**config.mk**
```make
export PLATFORM = sky130hd
export DESIGN_NAME = discrete_mapper
export DESIGN_NICKNAME = d
export VERILOG_FILES = /design/src/rtl/discrete_mapper.sv
export SDC_FILE = /design/constraint.sdc
export NUM_CORES = 1
export LEC_CHECK = 0
export CAP_MARGIN = 20
export CORE_MARGIN = 1
export CORE_UTILIZATION = 30
export DETAILED_ROUTE_END_ITERATION = 10
export GPL_TIMING_DRIVEN = 0
export PLACE_DENSITY = 0.82
export SLEW_MARGIN = 10
export SYNTH_ARGS = -nofsm -noshare
export SYNTH_HDL_FRONTEND = slang
export SYNTH_SLANG_ARGS = --single-unit
export TNS_END_PERCENT = 100
```
**constraint.sdc**
```tcl
create_clock -name clk -period 1.4 [get_ports clk]
set_input_delay 0.21 -clock clk [delete_from_list [all_inputs] [get_ports clk]]
set_output_delay 0.21 -clock clk [all_outputs]
set_load 0.02 [all_outputs]
```
**src/rtl/discrete_mapper.sv**
```systemverilog
// rtl/discrete_mapper.sv - CNROM/UxROM/GxROM/AxROM discrete mapper with M2-synchronised bank register capture
// Optional feature macro: DISCRETE_BUS_CONFLICT_EN (committed value = cpu data AND prg rom data)
module discrete_mapper #(
  parameter int ADDR_BITS     = 22,
  parameter int PRG_BANK_BITS = 4,
  parameter int CHR_BANK_BITS = 4
) (
  input  logic                 clk,
  input  logic                 reset,
  input  logic [1:0]           mode,
  input  logic                 mirroring,
  input  logic                 chr_ram,
  input  logic                 m2,
  input  logic [15:0]          cpu_addr,
  input  logic                 cpu_rw,
  input  logic [7:0]           cpu_data_in,
  input  logic [7:0]           prg_data_in,
  input  logic [13:0]          ppu_addr,
  input  logic                 ppu_rd,
  input  logic                 ppu_wr,
  output logic [ADDR_BITS-1:0] prg_addr,
  output logic                 prg_oe,
  output logic [ADDR_BITS-1:0] chr_addr,
  output logic                 chr_ce,
  output logic                 ciram_ce,
  output logic                 chr_oe,
  output logic                 chr_we,
  output logic                 ciram_a10,
  output logic [7:0]           bank_reg
);

  localparam logic [1:0] MODE_CNROM = 2'd0;
  localparam logic [1:0] MODE_UXROM = 2'd1;
  localparam logic [1:0] MODE_GXROM = 2'd2;
  localparam logic [1:0] MODE_AXROM = 2'd3;

  // Bank field masks; UxROM's fixed upper window uses the PRG mask as "last bank".
  localparam logic [7:0] PRG_MASK = 8'((1 << PRG_BANK_BITS) - 1);
  localparam logic [7:0] CHR_MASK = 8'((1 << CHR_BANK_BITS) - 1);

  typedef enum logic [1:0] {
    ST_IDLE    = 2'd0,
    ST_CAPTURE = 2'd1,
    ST_COMMIT  = 2'd2
  } state_e;

  state_e     state_q, state_d;
  logic [7:0] bank_q, bank_d;
  logic       wr_flag_q, wr_flag_d;
  logic [7:0] data_hold_q, data_hold_d;
  logic [7:0] commit_val;

  logic       m2_meta_q, m2_s_q, m2_s_dly_q;
  logic [1:0] mode_q;
  logic       m2_fall;
  logic       mode_change;

`ifdef DISCRETE_BUS_CONFLICT_EN
  logic [7:0] prg_hold_q, prg_hold_d;
  // Bus conflict: the ROM drives the data bus at the same time as the CPU.
  assign commit_val = data_hold_q & prg_hold_q;
`else
  assign commit_val = data_hold_q;
`endif

  assign m2_fall     = m2_s_dly_q && !m2_s_q;
  assign mode_change = (mode != mode_q);

  // M2 two-flop synchroniser, edge-detect delay flop and mode tracker.
  always_ff @(posedge clk) begin
    if (reset) begin
      m2_meta_q  <= 1'b0;
      m2_s_q     <= 1'b0;
      m2_s_dly_q <= 1'b0;
      mode_q     <= mode;
    end else begin
      m2_meta_q  <= m2;
      m2_s_q     <= m2_meta_q;
      m2_s_dly_q <= m2_s_q;
      mode_q     <= mode;
    end
  end

  // Capture FSM state, bank register and hold registers.
  always_ff @(posedge clk) begin
    if (reset) begin
      state_q     <= ST_IDLE;
      bank_q      <= 8'h00;
      wr_flag_q   <= 1'b0;
      data_hold_q <= 8'h00;
`ifdef DISCRETE_BUS_CONFLICT_EN
      prg_hold_q  <= 8'h00;
`endif
    end else begin
      state_q     <= state_d;
      bank_q      <= bank_d;
      wr_flag_q   <= wr_flag_d;
      data_hold_q <= data_hold_d;
`ifdef DISCRETE_BUS_CONFLICT_EN
      prg_hold_q  <= prg_hold_d;
`endif
    end
  end

  // Capture FSM next state: enter on a high-M2 store to $8000+, resample while high, commit after the fall.
  always_comb begin
    state_d     = state_q;
    bank_d      = bank_q;
    wr_flag_d   = wr_flag_q;
    data_hold_d = data_hold_q;
`ifdef DISCRETE_BUS_CONFLICT_EN
    prg_hold_d  = prg_hold_q;
`endif
    case (state_q)
      ST_IDLE: begin
        if (m2_s_q && cpu_addr[15] && !cpu_rw) begin
          state_d = ST_CAPTURE;
        end
      end
      ST_CAPTURE: begin
        if (m2_s_q) begin
          wr_flag_d   = cpu_addr[15] && !cpu_rw;
          data_hold_d = cpu_data_in;
`ifdef DISCRETE_BUS_CONFLICT_EN
          prg_hold_d  = prg_data_in;
`endif
        end
        if (m2_fall) begin
          state_d = ST_COMMIT;
        end
      end
      ST_COMMIT: begin
        if (wr_flag_q) begin
          bank_d = commit_val;
        end
        state_d = ST_IDLE;
      end
      default: begin
        state_d = ST_IDLE;
      end
    endcase
    // Switching board type invalidates the old bank and any store in flight.
    if (mode_change) begin
      bank_d  = 8'h00;
      state_d = ST_IDLE;
    end
  end

  // Per-board PRG/CHR address maps, combinational from the bank register.
  always_comb begin
    logic [7:0] prg_bank;
    logic [7:0] chr_bank;
    prg_bank = 8'h00;
    chr_bank = 8'h00;
    prg_addr = ADDR_BITS'(cpu_addr[14:0]);
    chr_addr = ADDR_BITS'(ppu_addr[12:0]);
    case (mode)
      MODE_CNROM: begin
        chr_bank = bank_q & CHR_MASK;
        prg_addr = ADDR_BITS'(cpu_addr[14:0]);
        chr_addr = (ADDR_BITS'(chr_bank) << 13) | ADDR_BITS'(ppu_addr[12:0]);
      end
      MODE_UXROM: begin
        prg_bank = cpu_addr[14] ? PRG_MASK : (bank_q & PRG_MASK);
        prg_addr = (ADDR_BITS'(prg_bank) << 14) | ADDR_BITS'(cpu_addr[13:0]);
        chr_addr = ADDR_BITS'(ppu_addr[12:0]);
      end
      MODE_GXROM: begin
        prg_bank = {6'b0, bank_q[5:4]} & PRG_MASK;
        chr_bank = {6'b0, bank_q[1:0]} & CHR_MASK;
        prg_addr = (ADDR_BITS'(prg_bank) << 15) | ADDR_BITS'(cpu_addr[14:0]);
        chr_addr = (ADDR_BITS'(chr_bank) << 13) | ADDR_BITS'(ppu_addr[12:0]);
      end
      MODE_AXROM: begin
        prg_bank = {5'b0, bank_q[2:0]} & PRG_MASK;
        prg_addr = (ADDR_BITS'(prg_bank) << 15) | ADDR_BITS'(cpu_addr[14:0]);
        chr_addr = ADDR_BITS'(ppu_addr[12:0]);
      end
      default: begin
        prg_addr = ADDR_BITS'(cpu_addr[14:0]);
        chr_addr = ADDR_BITS'(ppu_addr[12:0]);
      end
    endcase
  end

  // AxROM selects a single screen from the register; other boards use fixed mirroring.
  assign ciram_a10 = (mode == MODE_AXROM) ? bank_q[4]
                                          : (mirroring ? ppu_addr[10] : ppu_addr[11]);

  assign prg_oe   = cpu_addr[15] && cpu_rw;
  assign chr_ce   = !ppu_addr[13];
  assign ciram_ce = !ppu_addr[13];
  assign chr_oe   = !ppu_rd;
  assign chr_we   = chr_ram && !ppu_wr;
  assign bank_reg = bank_q;

endmodule

```
==> impl_table.tex, run 1 <==
\begin{tabular}{lr}
\hline
Metric & Value \\
\hline
\multicolumn{2}{l}{\textbf{Worst hold path}} \\
Number of cells on the worst hold path & 1 \\
Min-Delay Endpoint & mode\_q[1] \\
Hold Startpoint & mode[1] \\
Class of the tightest hold or removal check & primary input to register \\
\multicolumn{2}{l}{\textbf{Pwr}} \\
Static leakage power & 0.000994 uW \\
Worst-case vdd ir drop & 0.00107 V \\
Power per cell area & 815 nW/um2 \\
\multicolumn{2}{l}{\textbf{Yosys}} \\
Asr flop ratio synth & 0\% \\
Synth area leader & dfxtp\_1 \\
Yosys warning total & 0 \\
Commonest register cell after synthesis & dfxtp\_1 \\
Netlist cell types & 25 \\
Synth top cells by count & clkbuf\_1, dfxtp\_1, nor2\_1, mux2i\_1, buf\_4 \\
Count of mapped cells out of synthesis & 140 \\
Ranking of synthesized cells by area & dfxtp\_1, mux2i\_1, clkbuf\_1, buf\_4, nor2\_1 \\
Most used standard cell by instance count after synthesis & clkbuf\_1 \\
Post-synthesis average cell area & 8.43 um2 \\
EDFF count, synth & 0 \\
Total of flip-flops plus latches after synthesis & 24 \\
Area of the mapped netlist & 1180 um2 \\
Post-synthesis sequential area ratio & 40.7\% \\
Top cell type's share of synthesized area & 40.7\% \\
\multicolumn{2}{l}{\textbf{Final layout}} \\
Core utilization of the finished layout & 54.6\% \\
Growth of design area from synthesis to finish & 72.0\% \\
NumNets Final & 281 \\
Fraction of final layout cells sized beyond drive strength 1 & 16.1\% \\
Ant. Diodes & 0 \\
\multicolumn{2}{l}{\textbf{Floorplanning}} \\
Die Height & 64.7 um \\
Std-Cell Rows & 22 \\
Total I/O pin count & 114 \\
Total die area & 4190 um2 \\
DIE WIDTH & 64.7 um \\
Core area & 3720 um2 \\
Initial core utilization & 31.8\% \\
\multicolumn{2}{l}{\textbf{Detailed routing}} \\
Mean routed wirelength per cell & 10.3 um \\
Number of search-and-repair iterations in the first detailed-routing pass & 4 \\
Post-DR vias/cell & 4.11 \\
Post-route DRC violation count & 0 \\
Detailed Route Iter0 Violations & 15 \\
Final ANT Viol Nets & 0 \\
Total vias in the final route & 1,117 \\
Total Wirelength & 2790 um \\
\multicolumn{2}{l}{\textbf{STA}} \\
Final critical-path share of the clock period & 99.2\% \\
Final worst clock skew & 0.00463 ns \\
Maximum clock frequency & 0.720 GHz \\
Shortest period the worst path allows & 1.39 ns \\
Setup Total Neg Slack & 0 ns \\
Hold Vio Cnt, Final & 0 \\
Max Slew Vio Count & 0 \\
Count of final setup violators & 0 \\
WHS & 0.136 ns \\
\multicolumn{2}{l}{\textbf{Global route}} \\
First-pass GRT wire length & 4150 um \\
Initial antenna violation count & 0 \\
Largest net degree at the start of global routing & 15 \\
Number of global-route vias before repair & 959 \\
Global router's overall resource usage & 12.4\% \\
Overall overflow remaining after global route & 0 \\
\multicolumn{2}{l}{\textbf{Setup path}} \\
Reg-to-reg setup timing slack & 0.14 ns \\
Kind of cell adding the most delay to the critical path & flip-flops \\
Library cell contributing the largest single delay on the critical path & dfxtp\_2 \\
Kind of critical path & register to output port \\
Crit path required time & 1.19 ns \\
Critical path buffers and inverters & 1 \\
Largest fanout on the critical path & 4 \\
Crit path capture type & output port \\
Reg-to-reg critical path startpoint & mode\_q[1] \\
Reg2Reg Depth & 4 \\
Critical R2R Capture & state\_q[1] \\
Path length in cells of the critical path & 4 \\
Critical path cell sequence & nor2\_2 > o21ai\_1 > a22o\_1 > buf\_4 \\
Critical path startpoint category & register \\
Arrival time worst endpoint & 1.18 ns \\
Maximum single-stage delay on the critical path & 0.34 ns \\
\multicolumn{2}{l}{\textbf{Placement}} \\
Gpl congestion & 0.647 \\
Count of input and output buffers & 71 \\
HPWL after DPL & 2170 um \\
\multicolumn{2}{l}{\textbf{Clock network}} \\
Total number of H-tree levels & 1 \\
CTS tree & built \\
CTS Sinks & 24 \\
Clock Tree Buf Depth & 2 \\
Skew-Pair Late Insertion Delay & 0.27 ns \\
Buffer type at the clock tree root & clkbuf\_8 \\
Post-CTS clock slew at the launch and capture registers of the worst setup and hold paths & 0.08 ns \\
Total CTS buffers & 3 \\
\multicolumn{2}{l}{\textbf{Run}} \\
Maximum Capacitance Violations & 0 \\
\multicolumn{2}{l}{\textbf{Run status}} \\
Status & complete, no violations \\
\hline
\end{tabular}
## cells in the final DEF (no fill, tap or decap), types with 2 or more instances in the layout
master,n
a22o_1,2
clkbuf_2,2
dlygate4sd2_1,18
nor2b_1,7
clkbuf_8,4
nand2_1,4
dfxtp_2,3
buf_2,8
clkbuf_1,28
clkdlybuf4s50_1,44
inv_1,2
nand3b_1,2
mux2i_1,18
conb_1,9
xor2_1,2
dfxtp_1,21
buf_4,12
nand2b_1,2
nor2_1,19
## what timing repair did
action,CTS,global route
gates resized for setup,56,13
pin swaps,0,0
setup buffers,0,1
hold buffers,0,0
cloned,0,0
endpoints found under the setup margin,25,6
## power breakdown
part	internal [uW]	switching (uW)	leakage, uW
clock	382	217	0.0000357
sequential	689	2.64	0.000196
combinational	192	172	0.000762
total	1260	392	0.000994
## cell families (layout without fill, tap and decap cells)
logic type	count (synthesis)	after routing	share of synthesized area, %
other	1	9	0.318
AND/OR/NAND/NOR	42	42	19.0
AO/OA/AOI/OAI	8	8	4.88
buffers and inverters	45	121	18.3
multiplexers	18	18	15.3
flip-flops	24	24	40.7
XOR/XNOR	2	2	1.48
## layer usage
layer | up-vias | share of wire [%] | GRT usage [%] | wire length (um)
met2 | 63 | 48 | 21.7 | 1340
met5 | - | 0 | 0 | 0
met1 | 478 | 43 | 14.9 | 1210
met4 | 0 | 0.50 | 3.06 | 14
li1 | 574 | - | - | -
met3 | 2 | 8.0 | 2.99 | 224
## cell type report
class / instances / area [um2]
Fill cell: 362 / 1690
Clock inverter: 1 / 30.0
Sequential cell: 24 / 484
Timing Repair Buffer: 72 / 653
Inverter: 2 / 7.51
Tap cell: 48 / 60.1
Buffer: 43 / 230
Clock buffer: 3 / 41.3
Multi-Input combinational cell: 79 / 523
## through the flow
step                total power, uW  setup WS (ns)  instances  instance area, um2
floorplan                       896          0.163        148                1210
global placement               1080         -0.868        267                1980
detailed placement             1080         -0.875        267                1980
CTS                            1660        0.00395        271                2030
global route                   1710        -0.0233        272                2030
finish                         1650         0.0115        272                2030
## worst max path at each step
stage / startpoint / end / slack (ns)
floorplan: bank_reg[2] / chr_addr[15] / 0.16
global route: bank_reg[2] / prg_addr[16] / -0.02
detailed placement: mode[1] / prg_addr[15] / -0.87
finish: bank_reg[2] / prg_addr[16] / 0.01
CTS: mode[1] / prg_addr[15] / 0.004
global placement: mode[1] / prg_addr[15] / -0.87
(Power assumes the default switching activity.)
==> run 2: changes to the inputs <==
==> constraint.sdc (replaced) <==
create_clock -name clk -period 1.4 [get_ports clk]
set_input_delay 0.42 -clock clk [delete_from_list [all_inputs] [get_ports clk]]
set_output_delay 0.42 -clock clk [all_outputs]
set_load 0.02 [all_outputs]
==> run 2 against run 1 <==
Effect of this change:
- register-to-register slack hardly changed
- power is 7.3% lower
- highest routed layer unchanged
- global-route usage is 1.1 points higher
- worst setup slack worse by 0.15 ns
- largest power group unchanged
- the flow now finishes with violations (negative setup slack)
==> impl_table.tex, run 2 (synthesized netlist as in run 1, its figures left out) <==
\begin{tabular}{lr}
\hline
Metric & Value \\
\hline
\multicolumn{2}{l}{\textbf{Global route}} \\
Overall overflow remaining after global route & 0 (unchanged) \\
Most Used Layer, Global Route & met2 (unchanged) \\
Largest net degree at the start of global routing & 14 (was 15) \\
Met3 track utilization from global routing & 2.82\% (was 2.99\%) \\
Global router's overall resource usage & 13.4\% (was 12.4\%) \\
First-pass GRT wire length & 4390 um (was 4150 um) \\
Met1 usage & 16.3\% (was 14.9\%) \\
Number of global-route vias before repair & 1,005 (was 959) \\
Initial antenna violation count & 0 (unchanged) \\
M2 GR Usage & 22.3\% (was 21.7\%) \\
\multicolumn{2}{l}{\textbf{Placement}} \\
Gpl congestion & 0.649 (was 0.647) \\
Post-placement cell area & 2000 um2 (was 1980 um2) \\
HPWL after DPL & 2240 um (was 2170 um) \\
Count of input and output buffers & 71 (unchanged) \\
Post-place setup slack & -1.17 ns (was -0.875 ns) \\
\multicolumn{2}{l}{\textbf{Final layout}} \\
Design Area, Final & 2190 um2 (was 2030 um2) \\
Commonest cells after routing, fill and taps aside & dlygate4sd2\_1, clkbuf\_1, buf\_4 (was clkdlybuf4s50\_1, clkbuf\_1, dfxtp\_1) \\
Growth of design area from synthesis to finish & 86.0\% (was 72.0\%) \\
NumNets Final & 288 (was 281) \\
Fraction of final layout cells sized beyond drive strength 1 & 31.6\% (was 16.1\%) \\
Most common cell after layout, fill and taps aside & dlygate4sd2\_1 (was clkdlybuf4s50\_1) \\
Core utilization of the finished layout & 59.1\% (was 54.6\%) \\
Ant. Diodes & 0 (unchanged) \\
\multicolumn{2}{l}{\textbf{Setup path}} \\
Critical path buffers and inverters & 3 (was 1) \\
Maximum single-stage delay on the critical path & 0.20 ns (was 0.34 ns) \\
Kind of critical path & primary input to output port (was register to output port) \\
Critical path startpoint category & primary input (was register) \\
Crit path capture type & output port (unchanged) \\
Largest fanout on the critical path & 5 (was 4) \\
Library cell contributing the largest single delay on the critical path & a22o\_1 (was dfxtp\_2) \\
Kind of cell adding the most delay to the critical path & buffers and inverters (was flip-flops) \\
Critical path cell sequence & buf\_8 > clkbuf\_16 > nand2\_4 > o21ai\_2 > a22o\_1 > buf\_6 (was nor2\_2 > o21ai\_1 > a22o\_1 > buf\_4) \\
Arrival time worst endpoint & 1.12 ns (was 1.18 ns) \\
Crit path required time & 0.98 ns (was 1.19 ns) \\
\multicolumn{2}{l}{\textbf{Clock network}} \\
Buffer type at the clock tree root & clkbuf\_8 (unchanged) \\
Skew-Pair Late Insertion Delay & 0.26 ns (was 0.27 ns) \\
Clock Tree Buf Depth & 2 (unchanged) \\
Total CTS buffers & 3 (unchanged) \\
CTS Sinks & 24 (unchanged) \\
Total number of H-tree levels & 1 (unchanged) \\
Post-CTS clock slew at the launch and capture registers of the worst setup and hold paths & 0.08 ns (about the same) \\
CTS tree & built (unchanged) \\
\multicolumn{2}{l}{\textbf{STA}} \\
Final critical-path share of the clock period & 110\% (was 99.2\%) \\
Fin worst setup slack & -0.138 ns (was 0.0115 ns) \\
Final worst clock skew & 0.00206 ns (was 0.00463 ns) \\
RSZ-0062 raised after global routing & yes \\
Hold Vio Cnt, Final & 0 (unchanged) \\
Shortest period the worst path allows & 1.54 ns (was 1.39 ns) \\
Count of final setup violators & 5 (was 0) \\
Maximum clock frequency & 0.650 GHz (was 0.720 GHz) \\
Max Slew Vio Count & 0 (unchanged) \\
\multicolumn{2}{l}{\textbf{Floorplanning}} \\
Total die area & 4190 um2 (unchanged) \\
DIE WIDTH & 64.7 um (unchanged) \\
Std-Cell Rows & 22 (unchanged) \\
Total I/O pin count & 114 (unchanged) \\
Die Height & 64.7 um (unchanged) \\
Core area & 3720 um2 (unchanged) \\
Initial core utilization & 31.8\% (unchanged) \\
\multicolumn{2}{l}{\textbf{Pwr}} \\
Static leakage power & 0.00109 uW (was 0.000994 uW) \\
Power per cell area & 699 nW/um2 (was 815 nW/um2) \\
Worst-case vdd ir drop & 0.000576 V (was 0.00107 V) \\
\multicolumn{2}{l}{\textbf{Detailed routing}} \\
Post-DR vias/cell & 4.18 (was 4.11) \\
Final ANT Viol Nets & 0 (unchanged) \\
Mean routed wirelength per cell & 10.5 um (was 10.3 um) \\
Total Wirelength & 2920 um (was 2790 um) \\
Number of search-and-repair iterations in the first detailed-routing pass & 4 (unchanged) \\
Post-route DRC violation count & 0 (unchanged) \\
Detailed Route Iter0 Violations & 21 (was 15) \\
Total vias in the final route & 1,167 (was 1,117) \\
\multicolumn{2}{l}{\textbf{Run status}} \\
Failing checks & negative setup slack \\
Status & finished with violations (was complete, no violations) \\
\multicolumn{2}{l}{\textbf{Run}} \\
Maximum Capacitance Violations & 0 (unchanged) \\
\multicolumn{2}{l}{\textbf{Worst hold path}} \\
Class of the tightest hold or removal check & primary input to register (unchanged) \\
\hline
\end{tabular}
[run 2: final timing paths]
check            start  slack (ns)            to  depth (start not counted)
max            mode[1]       -0.14  prg_addr[15]                          6
min            mode[0]        0.28     mode_q[0]                          1
min reg2reg  m2_meta_q        0.44        m2_s_q                          1
max reg2reg  mode_q[1]        0.15    state_q[1]                          4
[run 2: final cells by class]
type                            count  area (um2)
Buffer                             43         241
Timing Repair Buffer               79         732
Sequential cell                    24         494
Multi-Input combinational cell     79         604
Inverter                            2        7.51
Clock buffer                        4        55.1
Tap cell                           48        60.1
Fill cell                         360        1520
[run 2: repair_timing]
action	4_1_cts	5_1_grt
endpoints found under the setup margin	59	17
hold buffers	0	0
pin swaps	9	4
gates resized for setup	182	22
cloned	2	0
setup buffers	1	5
[run 2: where the power goes]
part | switching [uW] | total (uW) | internal (uW)
registers | 2.60 | 685 | 683
clock network | 197 | 447 | 250
logic | 192 | 401 | 209
[run 2: metrics by stage]
step	instances	power, uW	hold WS [ns]	setup TNS, ns
global route	279	1610	0.264	-0.749
detailed placement	267	1090	0.420	-21.61
CTS	274	1540	0.272	-0.501
global placement	267	1080	0.417	-21.41
finish	279	1530	0.281	-0.566
floorplan	148	903	0.414	-0.354
[run 2: per-layer routing]
metal | vias to the layer above | wire [um]
met5 | - | 0
met4 | 0 | 32
met3 | 4 | 250
met2 | 63 | 1400
met1 | 509 | 1230
li1 | 591 | -
==> run 3: changes to the inputs <==
--- a/config.mk
+++ b/config.mk
@@ -5,9 +5,10 @@
 export SDC_FILE = /design/constraint.sdc
 export NUM_CORES = 1
 export LEC_CHECK = 0
-export CAP_MARGIN = 20
-export CORE_MARGIN = 1
+export CAP_MARGIN = 5
+export CORE_MARGIN = 8
 export CORE_UTILIZATION = 30
+export CTS_BUF_LIST = sky130_fd_sc_hd__clkbuf_16
 export DETAILED_ROUTE_END_ITERATION = 10
 export GPL_TIMING_DRIVEN = 0
 export PLACE_DENSITY = 0.82
==> run 3 against run 2 <==
Effect of this change:
- global-route usage down 2.3 points
- the flow still finishes with violations (negative setup slack)
- maximum frequency up 0.81%
- sequential cell count unchanged
- critical path depth down 1
- sequential share of layout area down 0.28 points
- register-to-register slack about the same
- via count down 0.17%
- critical path type unchanged
- die area up 48%
- clock power up 35%
- clock skew about the same
- non-clock buffer count up 3
- first-iteration DRC count down 19%
- highest routed layer unchanged
==> impl_table.tex, run 3 (synthesized netlist as in run 1, its figures left out) <==
\begin{tabular}{lr}
\hline
Metric & Value \\
\hline
\multicolumn{2}{l}{\textbf{Detailed routing}} \\
Post-DR vias/cell & 4.15 (was 4.18) \\
Final ANT Viol Nets & 0 (unchanged) \\
Total vias in the final route & 1,165 (was 1,167) \\
Mean routed wirelength per cell & 13.3 um (was 10.5 um) \\
Total Wirelength & 3740 um (was 2920 um) \\
Number of search-and-repair iterations in the first detailed-routing pass & 2 (was 4) \\
Post-route DRC violation count & 0 (unchanged) \\
Detailed Route Iter0 Violations & 17 (was 21) \\
\multicolumn{2}{l}{\textbf{Setup path}} \\
Reg2Reg Depth & 5 (was 4) \\
Largest fanout on the critical path & 5 (unchanged) \\
Critical R2R Capture & bank\_reg[2] (was state\_q[1]) \\
Reg-to-reg critical path startpoint & mode\_q[0] (was mode\_q[1]) \\
Library cell contributing the largest single delay on the critical path & a22o\_1 (unchanged) \\
Kind of cell adding the most delay to the critical path & buffers and inverters (unchanged) \\
Critical path cell sequence & buf\_8 > buf\_8 > nor2b\_4 > a22o\_1 > buf\_6 (was buf\_8 > clkbuf\_16 > nand2\_4 > o21ai\_2 > a22o\_1 > buf\_6) \\
Critical path buffers and inverters & 3 (unchanged) \\
Critical path startpoint category & primary input (unchanged) \\
Maximum single-stage delay on the critical path & 0.21 ns (was 0.20 ns) \\
Cell occurring most often along the worst timing path & buf\_8 \\
Reg-to-reg setup timing slack & 0.15 ns (about the same) \\
Arrival time worst endpoint & 1.11 ns (was 1.12 ns) \\
Path length in cells of the critical path & 5 (was 6) \\
Kind of critical path & primary input to output port (unchanged) \\
Crit path capture type & output port (unchanged) \\
Crit path required time & 0.98 ns (about the same) \\
\multicolumn{2}{l}{\textbf{Pwr}} \\
Static leakage power & 0.00109 uW (about the same) \\
Post-route total power & 1700 uW (was 1530 uW) \\
Worst-case vdd ir drop & 0.000544 V (was 0.000576 V) \\
Power per cell area & 772 nW/um2 (was 699 nW/um2) \\
\multicolumn{2}{l}{\textbf{Clock network}} \\
Hold buffer count at cts & 0 (unchanged) \\
CTS Sinks & 24 (unchanged) \\
Total number of H-tree levels & 1 (unchanged) \\
Post-CTS clock slew at the launch and capture registers of the worst setup and hold paths & 0.06 ns (was 0.08 ns) \\
CTS tree & built (unchanged) \\
Buffer type at the clock tree root & clkbuf\_16 (was clkbuf\_8) \\
Total CTS buffers & 3 (unchanged) \\
Skew-Pair Late Insertion Delay & 0.26 ns (about the same) \\
Clock Tree Buf Depth & 2 (unchanged) \\
\multicolumn{2}{l}{\textbf{Run}} \\
Maximum Capacitance Violations & 0 (unchanged) \\
\multicolumn{2}{l}{\textbf{STA}} \\
WHS & 0.280 ns (was 0.281 ns) \\
Hold Vio Cnt, Final & 0 (unchanged) \\
Final critical-path share of the clock period & 109\% (was 110\%) \\
Count of final setup violators & 6 (was 5) \\
Final worst clock skew & 0.00187 ns (was 0.00206 ns) \\
Maximum clock frequency & 0.655 GHz (was 0.650 GHz) \\
Max Slew Vio Count & 0 (unchanged) \\
Shortest period the worst path allows & 1.53 ns (was 1.54 ns) \\
Fin worst setup slack & -0.126 ns (was -0.138 ns) \\
RSZ-0062 raised after global routing & yes (unchanged) \\
\multicolumn{2}{l}{\textbf{Floorplanning}} \\
DIE WIDTH & 78.7 um (was 64.7 um) \\
Core area & 3720 um2 (unchanged) \\
Total die area & 6200 um2 (was 4190 um2) \\
Total I/O pin count & 114 (unchanged) \\
Std-Cell Rows & 22 (unchanged) \\
Initial core utilization & 31.8\% (unchanged) \\
Die Height & 78.7 um (was 64.7 um) \\
\multicolumn{2}{l}{\textbf{Final layout}} \\
Growth of design area from synthesis to finish & 86.4\% (was 86.0\%) \\
Number of non-filler instances in the completed layout & 281 (was 279) \\
Total area of multi-input combinational cells & 604 um2 (unchanged) \\
Fraction of final layout cells sized beyond drive strength 1 & 33.5\% (was 31.6\%) \\
Filler cells & 360 (unchanged) \\
Ant. Diodes & 0 (unchanged) \\
Most common cell after layout, fill and taps aside & dlygate4sd2\_1 (unchanged) \\
Commonest cells after routing, fill and taps aside & dlygate4sd2\_1, clkbuf\_1, buf\_4 (unchanged) \\
NumNets Final & 291 (was 288) \\
Combined flip-flop and latch cell area & 489 um2 (was 494 um2) \\
\multicolumn{2}{l}{\textbf{Global route}} \\
Initial antenna violation count & 0 (unchanged) \\
First-pass GRT wire length & 5640 um (was 4390 um) \\
Number of global-route vias before repair & 1,169 (was 1,005) \\
Largest net degree at the start of global routing & 13 (was 14) \\
Global router's overall resource usage & 11.1\% (was 13.4\%) \\
Overall overflow remaining after global route & 0 (unchanged) \\
\multicolumn{2}{l}{\textbf{Worst hold path}} \\
Hold Startpoint & mode[0] (unchanged) \\
Class of the tightest hold or removal check & primary input to register (unchanged) \\
Number of cells on the worst hold path & 1 (unchanged) \\
Min-Delay Endpoint & mode\_q[0] (unchanged) \\
\multicolumn{2}{l}{\textbf{Run status}} \\
Failing checks & negative setup slack (unchanged) \\
Status & finished with violations (unchanged) \\
\multicolumn{2}{l}{\textbf{Placement}} \\
Placed cells & 267 (unchanged) \\
Count of input and output buffers & 71 (unchanged) \\
HPWL after DPL & 2980 um (was 2240 um) \\
Gpl congestion & 0.757 (was 0.649) \\
\hline
\end{tabular}
==> run 3: metrics by stage <==
step / setup WS (ns) / TNS, ns / area (um2) / utilization, %
global placement: -1.16 / -21.33 / 2000 / 53.8
finish: -0.126 / -0.456 / 2200 / 59.2
CTS: -0.158 / -0.598 / 2160 / 58.0
global route: -0.158 / -0.626 / 2200 / 59.2
floorplan: -0.145 / -0.354 / 1230 / -
detailed placement: -1.17 / -21.95 / 2000 / 53.8
==> run 3: cell type report <==
type                       count  share of cell area, %
tap                           48                   2.73
buffer                        43                   10.5
clock buffer                   3                   3.41
sequential                    24                   22.2
timing repair buffer          82                   33.3
inverter                       2                  0.341
multi-input combinational     79                   27.5
==> run 3: worst max-delay path by stage <==
stage / from / to
after floorplan: mode[0] / chr_addr[15]
after global placement: mode[1] / prg_addr[15]
after detailed placement: mode[1] / prg_addr[15]
after CTS: mode[1] / prg_addr[16]
after global routing: bank_reg[2] / prg_addr[16]
final: mode[1] / prg_addr[15]
==> run 3: where the power goes <==
| part | total [uW] | switching (uW) | internal [uW] | leakage [uW] |
|---|---|---|---|---|
| clock network | 605 | 227 | 378 | 0.0000370 |
| logic | 403 | 195 | 208 | 0.000856 |
| registers | 691 | 2.93 | 688 | 0.000197 |
==> run 3: repair_timing <==
item	4_1_cts	5_1_grt
setup endpoints to repair	59	15
buffers inserted	4	5
pin swaps	11	8
gates resized for setup	179	25
gates cloned	2	0
==> run 3: routing by layer <==
metal,wire length [um],global-route usage [%],share of wire (%)
met5,0,0,0
met2,1930,20.3,52
met4,35,3.89,0.94
met1,1390,11.5,37
met3,381,3.94,10
